**config.mk**
```make
export PLATFORM = sky130hd
export DESIGN_NAME = tmds_pll_reset_seq
export DESIGN_NICKNAME = d
export VERILOG_FILES = /design/src/rtl/tmds_clk_pkg.sv /design/src/rtl/tmds_pll_reset_seq_sync_2ff.sv /design/src/rtl/tmds_pll_reset_seq.sv
export SDC_FILE = /design/constraint.sdc
export NUM_CORES = 1
export LEC_CHECK = 0
export BUFFER_PORTS_ARGS = -buffer_cell sky130_fd_sc_hd__buf_2
export CAP_MARGIN = 20
export CORE_UTILIZATION = 59
export DETAILED_ROUTE_END_ITERATION = 12
export PLACE_DENSITY = 0.87
export SYNTH_ARGS = -nofsm -noshare
export SYNTH_HDL_FRONTEND = slang
export SYNTH_SLANG_ARGS = --single-unit
export TNS_END_PERCENT = 50
```
**constraint.sdc**
```tcl
create_clock -name clk -period 2.14 [get_ports clk]
set_input_delay 0.321 -clock clk [delete_from_list [all_inputs] [get_ports clk]]
set_output_delay 0.321 -clock clk [all_outputs]
set_load 0.02 [all_outputs]
```
**src/rtl/tmds_clk_pkg.sv**
```systemverilog
// Shared types and defaults for the TMDS PLL reset sequencer; pure declarations, no timing.
// Output decode lives here so the reset values and the per-state outputs cannot drift apart.
package tmds_clk_pkg;

  typedef enum logic [2:0] {
    PLL_RST   = 3'd0,
    WAIT_LOCK = 3'd1,
    STABLE    = 3'd2,
    SER_REL   = 3'd3,
    RUN       = 3'd4,
    FAIL      = 3'd5
  } state_e;

  localparam int DEF_PLL_RST_CYCLES = 16;
  localparam int DEF_LOCK_TIMEOUT   = 50000;
  localparam int DEF_STABLE_CYCLES  = 1024;
  localparam int DEF_SER_DELAY      = 16;
  localparam int DEF_MAX_RETRY      = 4;

  localparam int RETRY_W = 3;

  typedef struct packed {
    logic pll_reset;
    logic ser_rst;
    logic pix_rst;
    logic ready;
    logic fail;
  } seq_out_t;

  function automatic seq_out_t decode_outputs(input state_e s);
    seq_out_t o;
    o = '{pll_reset: 1'b0, ser_rst: 1'b1, pix_rst: 1'b1, ready: 1'b0, fail: 1'b0};
    case (s)
      PLL_RST:   o.pll_reset = 1'b1;
      WAIT_LOCK: o.pll_reset = 1'b0;
      STABLE:    o.pll_reset = 1'b0;
      SER_REL:   o.ser_rst   = 1'b0;
      RUN: begin
        o.ser_rst = 1'b0;
        o.pix_rst = 1'b0;
        o.ready   = 1'b1;
      end
      FAIL: begin
        o.pll_reset = 1'b1;
        o.fail      = 1'b1;
      end
      default:   o.pll_reset = 1'b1;
    endcase
    return o;
  endfunction

  function automatic int max_of5(input int a, input int b, input int c, input int d, input int e);
    int m;
    m = a;
    if (b > m) m = b;
    if (c > m) m = c;
    if (d > m) m = d;
    if (e > m) m = e;
    return m;
  endfunction

endpackage

```
**src/rtl/tmds_pll_reset_seq_sync_2ff.sv**
```systemverilog
// Generic two-flop bit synchronizer, reset value 0; latency 2 cycles, no backpressure.
module sync_2ff (
  input  logic clk,
  input  logic reset,
  input  logic d_i,
  output logic q_o
);

  logic meta_q;
  logic sync_q;

  always_ff @(posedge clk) begin
    if (reset) begin
      meta_q <= 1'b0;
      sync_q <= 1'b0;
    end else begin
      meta_q <= d_i;
      sync_q <= meta_q;
    end
  end

  assign q_o = sync_q;

endmodule

```
**src/rtl/tmds_pll_reset_seq.sv**
```systemverilog
// TMDS PLL power-up/recovery sequencer on the reference clock; outputs registered from next state, lock seen 2 cycles late.
// No backpressure. Optional lock-loss statistics under TMDS_PLL_LOSS_CNT_EN.
module tmds_pll_reset_seq
  import tmds_clk_pkg::*;
#(
  parameter int PLL_RST_CYCLES = DEF_PLL_RST_CYCLES,
  parameter int LOCK_TIMEOUT   = DEF_LOCK_TIMEOUT,
  parameter int STABLE_CYCLES  = DEF_STABLE_CYCLES,
  parameter int SER_DELAY      = DEF_SER_DELAY,
  parameter int MAX_RETRY      = DEF_MAX_RETRY
) (
  input  logic               clk,
  input  logic               reset,
  input  logic               pll_lock,
  input  logic               retry_req,
  output logic               pll_reset,
  output logic               ser_rst,
  output logic               pix_rst,
  output logic               ready,
  output logic               fail,
  output logic [RETRY_W-1:0] retry_cnt
`ifdef TMDS_PLL_LOSS_CNT_EN
  ,
  output logic [7:0]         loss_cnt,
  output logic               sticky_loss
`endif
);

  localparam int CNT_MAX = max_of5(PLL_RST_CYCLES, LOCK_TIMEOUT, STABLE_CYCLES, SER_DELAY, MAX_RETRY);
  localparam int CNT_W   = $clog2(CNT_MAX) + 1;

  localparam logic [CNT_W-1:0]   PLL_LAST   = CNT_W'(PLL_RST_CYCLES - 1);
  localparam logic [CNT_W-1:0]   TO_LAST    = CNT_W'(LOCK_TIMEOUT - 1);
  localparam logic [CNT_W-1:0]   STB_LAST   = CNT_W'(STABLE_CYCLES - 1);
  localparam logic [CNT_W-1:0]   SER_LAST   = CNT_W'(SER_DELAY - 1);
  localparam logic [RETRY_W-1:0] RETRY_LAST = RETRY_W'(MAX_RETRY - 1);

  logic               lock_s;
  state_e             state_q, state_d;
  logic [CNT_W-1:0]   cnt_q;
  logic [RETRY_W-1:0] retry_q, retry_d;
  seq_out_t           out_q, out_d;

  sync_2ff u_lock_sync (
    .clk   (clk),
    .reset (reset),
    .d_i   (pll_lock),
    .q_o   (lock_s)
  );

  always_comb begin
    state_d = state_q;
    retry_d = retry_q;
    case (state_q)
      PLL_RST: begin
        if (cnt_q == PLL_LAST) state_d = WAIT_LOCK;
      end
      WAIT_LOCK: begin
        // Lock beats a simultaneous timeout.
        if (lock_s) begin
          state_d = STABLE;
        end else if (cnt_q == TO_LAST) begin
          if (retry_q == RETRY_LAST) begin
            state_d = FAIL;
          end else begin
            state_d = PLL_RST;
            retry_d = retry_q + 1'b1;
          end
        end
      end
      STABLE: begin
        if (!lock_s)                state_d = WAIT_LOCK;
        else if (cnt_q == STB_LAST) state_d = SER_REL;
      end
      SER_REL: begin
        if (!lock_s)                state_d = PLL_RST;
        else if (cnt_q == SER_LAST) state_d = RUN;
      end
      RUN: begin
        if (!lock_s) state_d = PLL_RST;
      end
      FAIL: begin
        if (retry_req) begin
          state_d = PLL_RST;
          retry_d = '0;
        end
      end
      default: state_d = PLL_RST;
    endcase
    if (state_d == RUN && state_q != RUN) retry_d = '0;
    out_d = decode_outputs(state_d);
  end

  always_ff @(posedge clk) begin
    if (reset) begin
      state_q <= PLL_RST;
      cnt_q   <= '0;
      retry_q <= '0;
      out_q   <= decode_outputs(PLL_RST);
    end else begin
      state_q <= state_d;
      retry_q <= retry_d;
      out_q   <= out_d;
      // Every transition is a state change, so this clears cnt on each entry.
      if (state_d != state_q) begin
        cnt_q <= '0;
      end else if (state_q inside {PLL_RST, WAIT_LOCK, STABLE, SER_REL}) begin
        cnt_q <= cnt_q + 1'b1;
      end
    end
  end

  assign pll_reset = out_q.pll_reset;
  assign ser_rst   = out_q.ser_rst;
  assign pix_rst   = out_q.pix_rst;
  assign ready     = out_q.ready;
  assign fail      = out_q.fail;
  assign retry_cnt = retry_q;

`ifdef TMDS_PLL_LOSS_CNT_EN
  logic [7:0] loss_cnt_q;
  logic       sticky_q;
  logic       loss_evt;

  assign loss_evt = (state_q == RUN) && (state_d == PLL_RST);

  always_ff @(posedge clk) begin
    if (reset) begin
      loss_cnt_q <= '0;
      sticky_q   <= 1'b0;
    end else if (loss_evt) begin
      sticky_q <= 1'b1;
      if (loss_cnt_q != 8'hFF) loss_cnt_q <= loss_cnt_q + 8'd1;
    end
  end

  assign loss_cnt    = loss_cnt_q;
  assign sticky_loss = sticky_q;
`endif

endmodule

```
# Word-level counts from Yosys, hierarchy flattened
# Index checks and enable logic that the tools add are counted.
dict set report op_classes {
  addsub 2
  eq_ne 20
  mux 20
  reduce_logical 9
}
# op count
set op_table {}
lappend op_table {{two-way mux 3 bit} 14}
lappend op_table {{case mux 3 bit (6 select lines)} 1}
lappend op_table {{adder 17 x 1 -> 17 bit, second input constant} 1}
lappend op_table {{equality test 17 x 10 -> 1 bit, second input constant} 1}
lappend op_table {{equality test 17 x 16 -> 1 bit, second input constant} 1}
lappend op_table {{equality test 17 x 4 -> 1 bit, second input constant} 1}
lappend op_table {{equality test 3 x 2 -> 1 bit, second input constant} 5}
lappend op_table {{equality test 3 bit, second input constant} 4}
lappend op_table {{!= test 2 bit, second input constant} 4}
lappend op_table {{equality test 3 x 1 -> 1 bit, second input constant} 2}
lappend op_table {{case mux 3 bit (2 select lines)} 1}
lappend op_table {{OR reduction 2 bit} 3}
lappend op_table {{AND reduction 5 bit} 1}
lappend op_table {{nonzero test 4 bit} 1}
lappend op_table {{OR reduction 4 bit} 1}
lappend op_table {{adder 3 x 1 -> 3 bit, second input constant} 1}
lappend op_table {{zero test 3 bit} 1}
lappend op_table {{two-way mux 1 bit} 3}
lappend op_table {{!= test 3 bit} 1}
lappend op_table {{!= test 3 bit, second input constant} 1}
lappend op_table {{two-way mux 2 bit} 1}
lappend op_table {{nonzero test 2 bit} 1}
lappend op_table {{logical AND 1 bit} 1}
dict set report totals {
  regBits 30
  out_inout_bits 8
}

# Depth between registers and ports, before layout
dict set report depth {
  word_depth 8
  depth_mapped 8
  mapped_depth_nobuf 7
}

# Modules after synthesis
# Synthesis repeated with hierarchy kept, for this count alone.
dict set report unflattened {
  hier_cells 179
  hier_area_um2 1589.0
}
# module instances cells_each area_per_inst_um2 seq_area_each_um2
set by_module_without_submodules {}
lappend by_module_without_submodules {tmds_pll_reset_seq 1 175 1536.5 560.5}
lappend by_module_without_submodules {sync_2ff 1 4 52.6 40.0}

# Worst setup path after synthesis
# No wires, ideal clock.
dict set report synth_timing {
  path_kind {register to register}
  start {reg cnt_q[0]}
  end {reg cnt_q[10]}
  setup_ps 88
  arrival_ps 1879
  t_required_ps 2052
  setup_slack_ps 173
  stages_incl_launch_ff 9
  n_path_buf 1
  synth_period_minus_slack_ps 1967
  cell_sequence {dfxtp_1 > ha_1 > nor4b_4 > nand3_2 > o32a_1 > o2111a_2 > and2_4 > buf_6 > nor4_2}
}
dict set report synth_via {
  elab_chain_cells 6
  word_cells_on_any_way 14
  classes_between {add/sub: 1; eq/ne: 4; mux: 8; reduce/logical: 1}
}
# element line_no
set synth_rtl {}
lappend synth_rtl {{start, declared} tmds_pll_reset_seq.sv:40} ;# logic [CNT_W-1:0] cnt_q;
lappend synth_rtl {{start signal, assigned} tmds_pll_reset_seq.sv:108} ;# cnt_q <= cnt_q + 1'b1;
lappend synth_rtl {{equality test 17 x 4 -> 1 bit, or another cell as far along} {tmds_pll_reset_seq.sv:56, tmds_pll_reset_seq.sv:77}}
lappend synth_rtl {{two-way mux 3 bit, on equally long branches} {tmds_pll_reset_seq.sv:77, tmds_pll_reset_seq.sv:62, tmds_pll_reset_seq.sv:73}}
lappend synth_rtl {{two-way mux 3 bit, on equally long branches} {tmds_pll_reset_seq.sv:76, tmds_pll_reset_seq.sv:60, tmds_pll_reset_seq.sv:72}}
lappend synth_rtl {{case mux 3 bit (6 select lines)} tmds_pll_reset_seq.sv:54} ;# case (state_q)
lappend synth_rtl {{!= test 3 bit} tmds_pll_reset_seq.sv:105} ;# if (state_d != state_q) begin
lappend synth_rtl {{OR reduction 2 bit (no line)} n/a}
# Several ways; a longest one is shown, not always the timed one.
# A chain may end at the register's enable or synchronous reset.

# Worst setup path after layout
dict set report layout_timing {
  start {reg cnt_q[1]}
  end {reg out_q, in the netlist pll_reset}
}
dict set report layout_via {
  elab_chain_cells 7
  word_cells_on_any_way 17
  classes_between {eq/ne: 7; mux: 9; reduce/logical: 1}
}
# element line_no
set layout_rtl {}
lappend layout_rtl {{equality test 17 x 4 -> 1 bit, or another cell as far along} {tmds_pll_reset_seq.sv:56, tmds_pll_reset_seq.sv:77}}
lappend layout_rtl {{two-way mux 3 bit, on equally long branches} {tmds_pll_reset_seq.sv:77, tmds_pll_reset_seq.sv:62, tmds_pll_reset_seq.sv:73}}
lappend layout_rtl {{two-way mux 3 bit, on equally long branches} {tmds_pll_reset_seq.sv:76, tmds_pll_reset_seq.sv:60, tmds_pll_reset_seq.sv:72}}
lappend layout_rtl {{case mux 3 bit (6 select lines) *} tmds_pll_reset_seq.sv:54}
lappend layout_rtl {{equality test 3 bit, or another cell as far along} tmds_clk_pkg.sv:33} ;# case (s)
lappend layout_rtl {{OR reduction 4 bit (no line) *} n/a}
lappend layout_rtl {{two-way mux 1 bit *} tmds_clk_pkg.sv:33}
lappend layout_rtl {{end signal, assigned} tmds_pll_reset_seq.sv:99} ;# out_q <= decode_outputs(PLL_RST);
lappend layout_rtl {{end signal, assigned} tmds_pll_reset_seq.sv:103} ;# out_q <= out_d;
lappend layout_rtl {{end, declared} tmds_pll_reset_seq.sv:42} ;# seq_out_t out_q, out_d;
# Mark *: on every way between the ends. The rest lies on a longest branch, timed or not.

==> results.sh <==
export IMPL_cts_htree_levels=2
export IMPL_core_occupancy_in_the_finished_layout_pct=73.55
export IMPL_syn_instance_count=170
export IMPL_post_drt_via_cell_ratio=6.231
export IMPL_cellPowerDensity_nw_per_um2=555.0
export IMPL_largest_net_degree_at_the_start_of_global_routing=13
export IMPL_total_negative_slack_for_setup_checks_ns=0
export IMPL_synth_ff_type="sky130_fd_sc_hd__dfxtp_1"
export IMPL_place_detailed_instances=211
export IMPL_final_period_utilization_pct=95.62
export IMPL_slew_limit_headroom_pct=63.43
export IMPL_timing_hold_worst_class="input port to register"
export IMPL_mappedNetlistNets=177
export IMPL_timing_hold_worst_start="pll_lock"
export IMPL_final_setup_skew_ns=0.01573
export IMPL_finalWorstSetupSlack_ns=0.09381
export IMPL_drt_total_wl_mm=3.624
export IMPL_cp_required_ns=2.37
export IMPL_die_y_um=54.45
export IMPL_timing_critical_path_slowest_cell_delay_ns=0.37
export IMPL_path_depth_of_the_worst_reg2reg_path=8
export IMPL_ys_async_sr_fraction_pct=0
export IMPL_regToRegStartpoint="cnt_q[1]"
export IMPL_layout_cells_non_filler=221
export IMPL_run_status="finished clean"
export IMPL_layout_cells_most_common_list="sky130_fd_sc_hd__dfxtp_1, sky130_fd_sc_hd__nor2_1, sky130_fd_sc_hd__xor2_1, sky130_fd_sc_hd__buf_2, sky130_fd_sc_hd__buf_4"
export IMPL_layout_commonest_cell="sky130_fd_sc_hd__dfxtp_1"
export IMPL_drc=0
export IMPL_die_area_sq_um=2964
export IMPL_slew_violations=0
export IMPL_synth_sequential_area_ratio_pct=37.01
export IMPL_ctsRootBufferMaster="sky130_fd_sc_hd__clkbuf_4"
export IMPL_dp_slack_ns=0.008723
export IMPL_critical_path_slowest_cell="sky130_fd_sc_hd__dfxtp_2"
export IMPL_critical_path_endpoint_type="register"
export IMPL_port_buffers=11
export IMPL_drt_iter0_drc=25
export IMPL_yosys_warnings=0
export IMPL_synth_ff_latch_count=30
export IMPL_worst_ep_arrival_time_ns=2.28
export IMPL_grt_overflow_total=0
export IMPL_area_delta_synth_final_pct=15.34
export IMPL_grt_total_usage_pct=26.06
export IMPL_tritoncts="done"
export IMPL_drive_above_1_share_pct=29.84
export IMPL_hold_viol_final=0
export IMPL_criticalPathCategory="register to register"
export IMPL_worst_path_dominant_cell_family="simple AND/OR/NAND/NOR gates"
export IMPL_cp_cell_sequence="ha_1 > nor4b_4 > nand3_2 > buf_4 > nor4_4 > o2111a_2 > nor3b_4 > o21ba_2"
export IMPL_io_pins=12
export IMPL_antenna_left=0
export IMPL_floorplan_die_width_um=54.45
export IMPL_netlist_area_sq_um=1623
export IMPL_clock_insertion_delay_worst_skew_ns=0.34
export IMPL_design_final_nets=197
export IMPL_power_ir_vdd_worst_uv=505.1
export IMPL_worst_slew_pin_transition_ns=0.5459
export IMPL_worstPathMaxFanout=5
export IMPL_number_of_rows_created_at_floorplan=18
export IMPL_vias=1377
export IMPL_syn_mean_instance_area_sq_um=9.546
export IMPL_clock_sinks=30
export IMPL_initial_antenna_violation_count=0
export IMPL_fp_coreArea_sq_um=2545
export IMPL_cts_buffer_depth=2
export IMPL_critical_path_startpoint_type="register"
export IMPL_timing_final_setup_violations=0
export IMPL_timing_max_cap_violations=0
export IMPL_route_detailed_wl_per_inst_um=16.40
export IMPL_cts_buffers=5
export IMPL_critical_path_reg2reg_endpoint="pll_reset"
export IMPL_first_global_vias=1251
export IMPL_gp_congestion=0.9705
export IMPL_hold_path_depth=2
export IMPL_fmax_mhz=488.7
export IMPL_dp_hpwl_mm=2.449
export IMPL_initial_utilization_pct=63.77
export IMPL_power_static_leakage_nw=0.7063
export IMPL_wire_length_of_the_first_global_routing_pass_mm=5.278
export IMPL_synth_enable_flop_cells=0
export IMPL_rrSetupSlack_ns=0.09
export IMPL_firstDrtPassIters=4
export IMPL_antenna_cells_inserted=0
export IMPL_finalCriticalPeriod_ns=2.046
export IMPL_hold_path_endpoint="u_lock_sync.meta_q"
export IMPL_final_fill_count=189
export IMPL_yosys_cell_types_count=44
export IMPL_clkTransAtPathRegs_ns=0.10
export IMPL_worstPathBufferInverterCount=1
==> state kept, by name (all words and copies together) (netlist names) <==
register / cells
u_lock_sync.q_o: 1
fail: 1
state_q: 3
pix_rst: 1
pll_reset: 1
ready: 1
retry_cnt: 3
cnt_q: 17
ser_rst: 1
u_lock_sync.meta_q: 1
==> per-stage QoR <==
step	hold WS, ns	power [mW]	cell area (sq um)
2_1_floorplan	0.4138	0.6112	1623
3_3_place_gp	0.4294	0.6219	1739
3_5_place_dp	0.4349	0.6259	1739
4_1_cts	0.1855	1.038	1824
5_1_grt	0.2136	1.073	1872
6_report	0.1994	1.039	1872
==> cell usage after synthesis, types with 2 or more instances <==
| cell type | instances | area [sq um] |
|---|---|---|
| sky130_fd_sc_hd__nor2_1 | 17 | 63.81 |
| sky130_fd_sc_hd__a31oi_1 | 2 | 12.51 |
| sky130_fd_sc_hd__nor2b_1 | 6 | 37.54 |
| sky130_fd_sc_hd__nand3_1 | 8 | 40.04 |
| sky130_fd_sc_hd__dfxtp_1 | 30 | 600.6 |
| sky130_fd_sc_hd__and4b_1 | 2 | 20.02 |
| sky130_fd_sc_hd__inv_1 | 4 | 15.01 |
| sky130_fd_sc_hd__buf_2 | 3 | 15.01 |
| sky130_fd_sc_hd__nand2_1 | 9 | 33.78 |
| sky130_fd_sc_hd__nor4_1 | 3 | 18.77 |
| sky130_fd_sc_hd__nand4_1 | 9 | 56.30 |
| sky130_fd_sc_hd__ha_1 | 3 | 37.54 |
| sky130_fd_sc_hd__nor4_4 | 2 | 42.54 |
| sky130_fd_sc_hd__a21oi_1 | 5 | 25.02 |
| sky130_fd_sc_hd__buf_6 | 2 | 22.52 |
| sky130_fd_sc_hd__o21a_1 | 3 | 22.52 |
| sky130_fd_sc_hd__and3_1 | 6 | 37.54 |
| sky130_fd_sc_hd__xnor2_1 | 6 | 52.55 |
| sky130_fd_sc_hd__or2_2 | 2 | 12.51 |
| sky130_fd_sc_hd__nor3_1 | 2 | 10.01 |
| sky130_fd_sc_hd__clkbuf_1 | 3 | 11.26 |
| sky130_fd_sc_hd__and2_1 | 3 | 18.77 |
| sky130_fd_sc_hd__nor4_2 | 9 | 112.6 |
| sky130_fd_sc_hd__xor2_1 | 11 | 96.34 |
==> area by class of cell <==
| type | count | area [sq um] | area share (%) |
|---|---|---|---|
| clock buffers | 8 | 78.83 | 4.211 |
| inverters | 4 | 15.01 | 0.8021 |
| multi-input cells | 127 | 984.7 | 52.61 |
| flip-flops and latches | 30 | 605.6 | 32.35 |
| well taps | 30 | 37.54 | 2.005 |
| repair buffers | 22 | 150.1 | 8.021 |
==> per-layer routing <==
metal | routed length [um] | GRT usage [%] | share of wire (%) | vias to the layer above
met4 | 90 | 14.53 | 2.5 | 0
met5 | 0 | 0 | 0 | -
met1 | 1455 | 27.49 | 40 | 658
li1 | - | - | - | 649
met2 | 1849 | 44.72 | 51 | 59
met3 | 228 | 9.167 | 6.3 | 11
==> report_power, final <==
part | switching (mW) | internal, mW | leakage, nW
combinational | 0.0259 | 0.0209 | 0.418
sequential | 0.00784 | 0.565 | 0.244
clock | 0.195 | 0.224 | 0.0446
total | 0.229 | 0.810 | 0.706
==> timing repair <==
item	in CTS	in global routing
buffers inserted	0	2
gates cloned	0	0
setup endpoints to repair	1	18
gates resized for setup	1	8
pin swaps	0	4
hold buffers	0	0
==> cell families (layout without fill, tap and decap cells) <==
family | count (synthesis) | after routing | synth area share [%]
mux | 2 | 2 | 1.311
compound gates | 14 | 14 | 6.013
buf+inv | 13 | 34 | 4.394
xor+xnor | 17 | 17 | 9.175
simple gates | 91 | 91 | 39.79
fa+ha+maj | 3 | 3 | 2.313
flops | 30 | 30 | 37.01
==> worst reg2reg max path: cells and delay by family, from the launching register on <==
kind                     cells  cell delay (ns)
AO/OA/AOI/OAI                2             0.48
adder cells (fa/ha/maj)      1             0.17
buffers and inverters        1             0.18
flip-flops                   1             0.37
AND/OR/NAND/NOR              4             0.74
==> worst max-delay path by stage <==
stage | start | endpoint | slack [ns] | cells after the start
floorplan | cnt_q[0] | cnt_q[10] | 0.17 | 8
global placement | cnt_q[0] | pll_reset | 0.15 | 7
detailed placement | cnt_q[0] | cnt_q[1] | 0.009 | 7
CTS | cnt_q[0] | cnt_q[1] | 0.02 | 7
global route | cnt_q[0] | pll_reset | -0.03 | 8
finish | cnt_q[1] | pll_reset | 0.09 | 8
No activity file was read; power rests on OpenSTA's default activity.
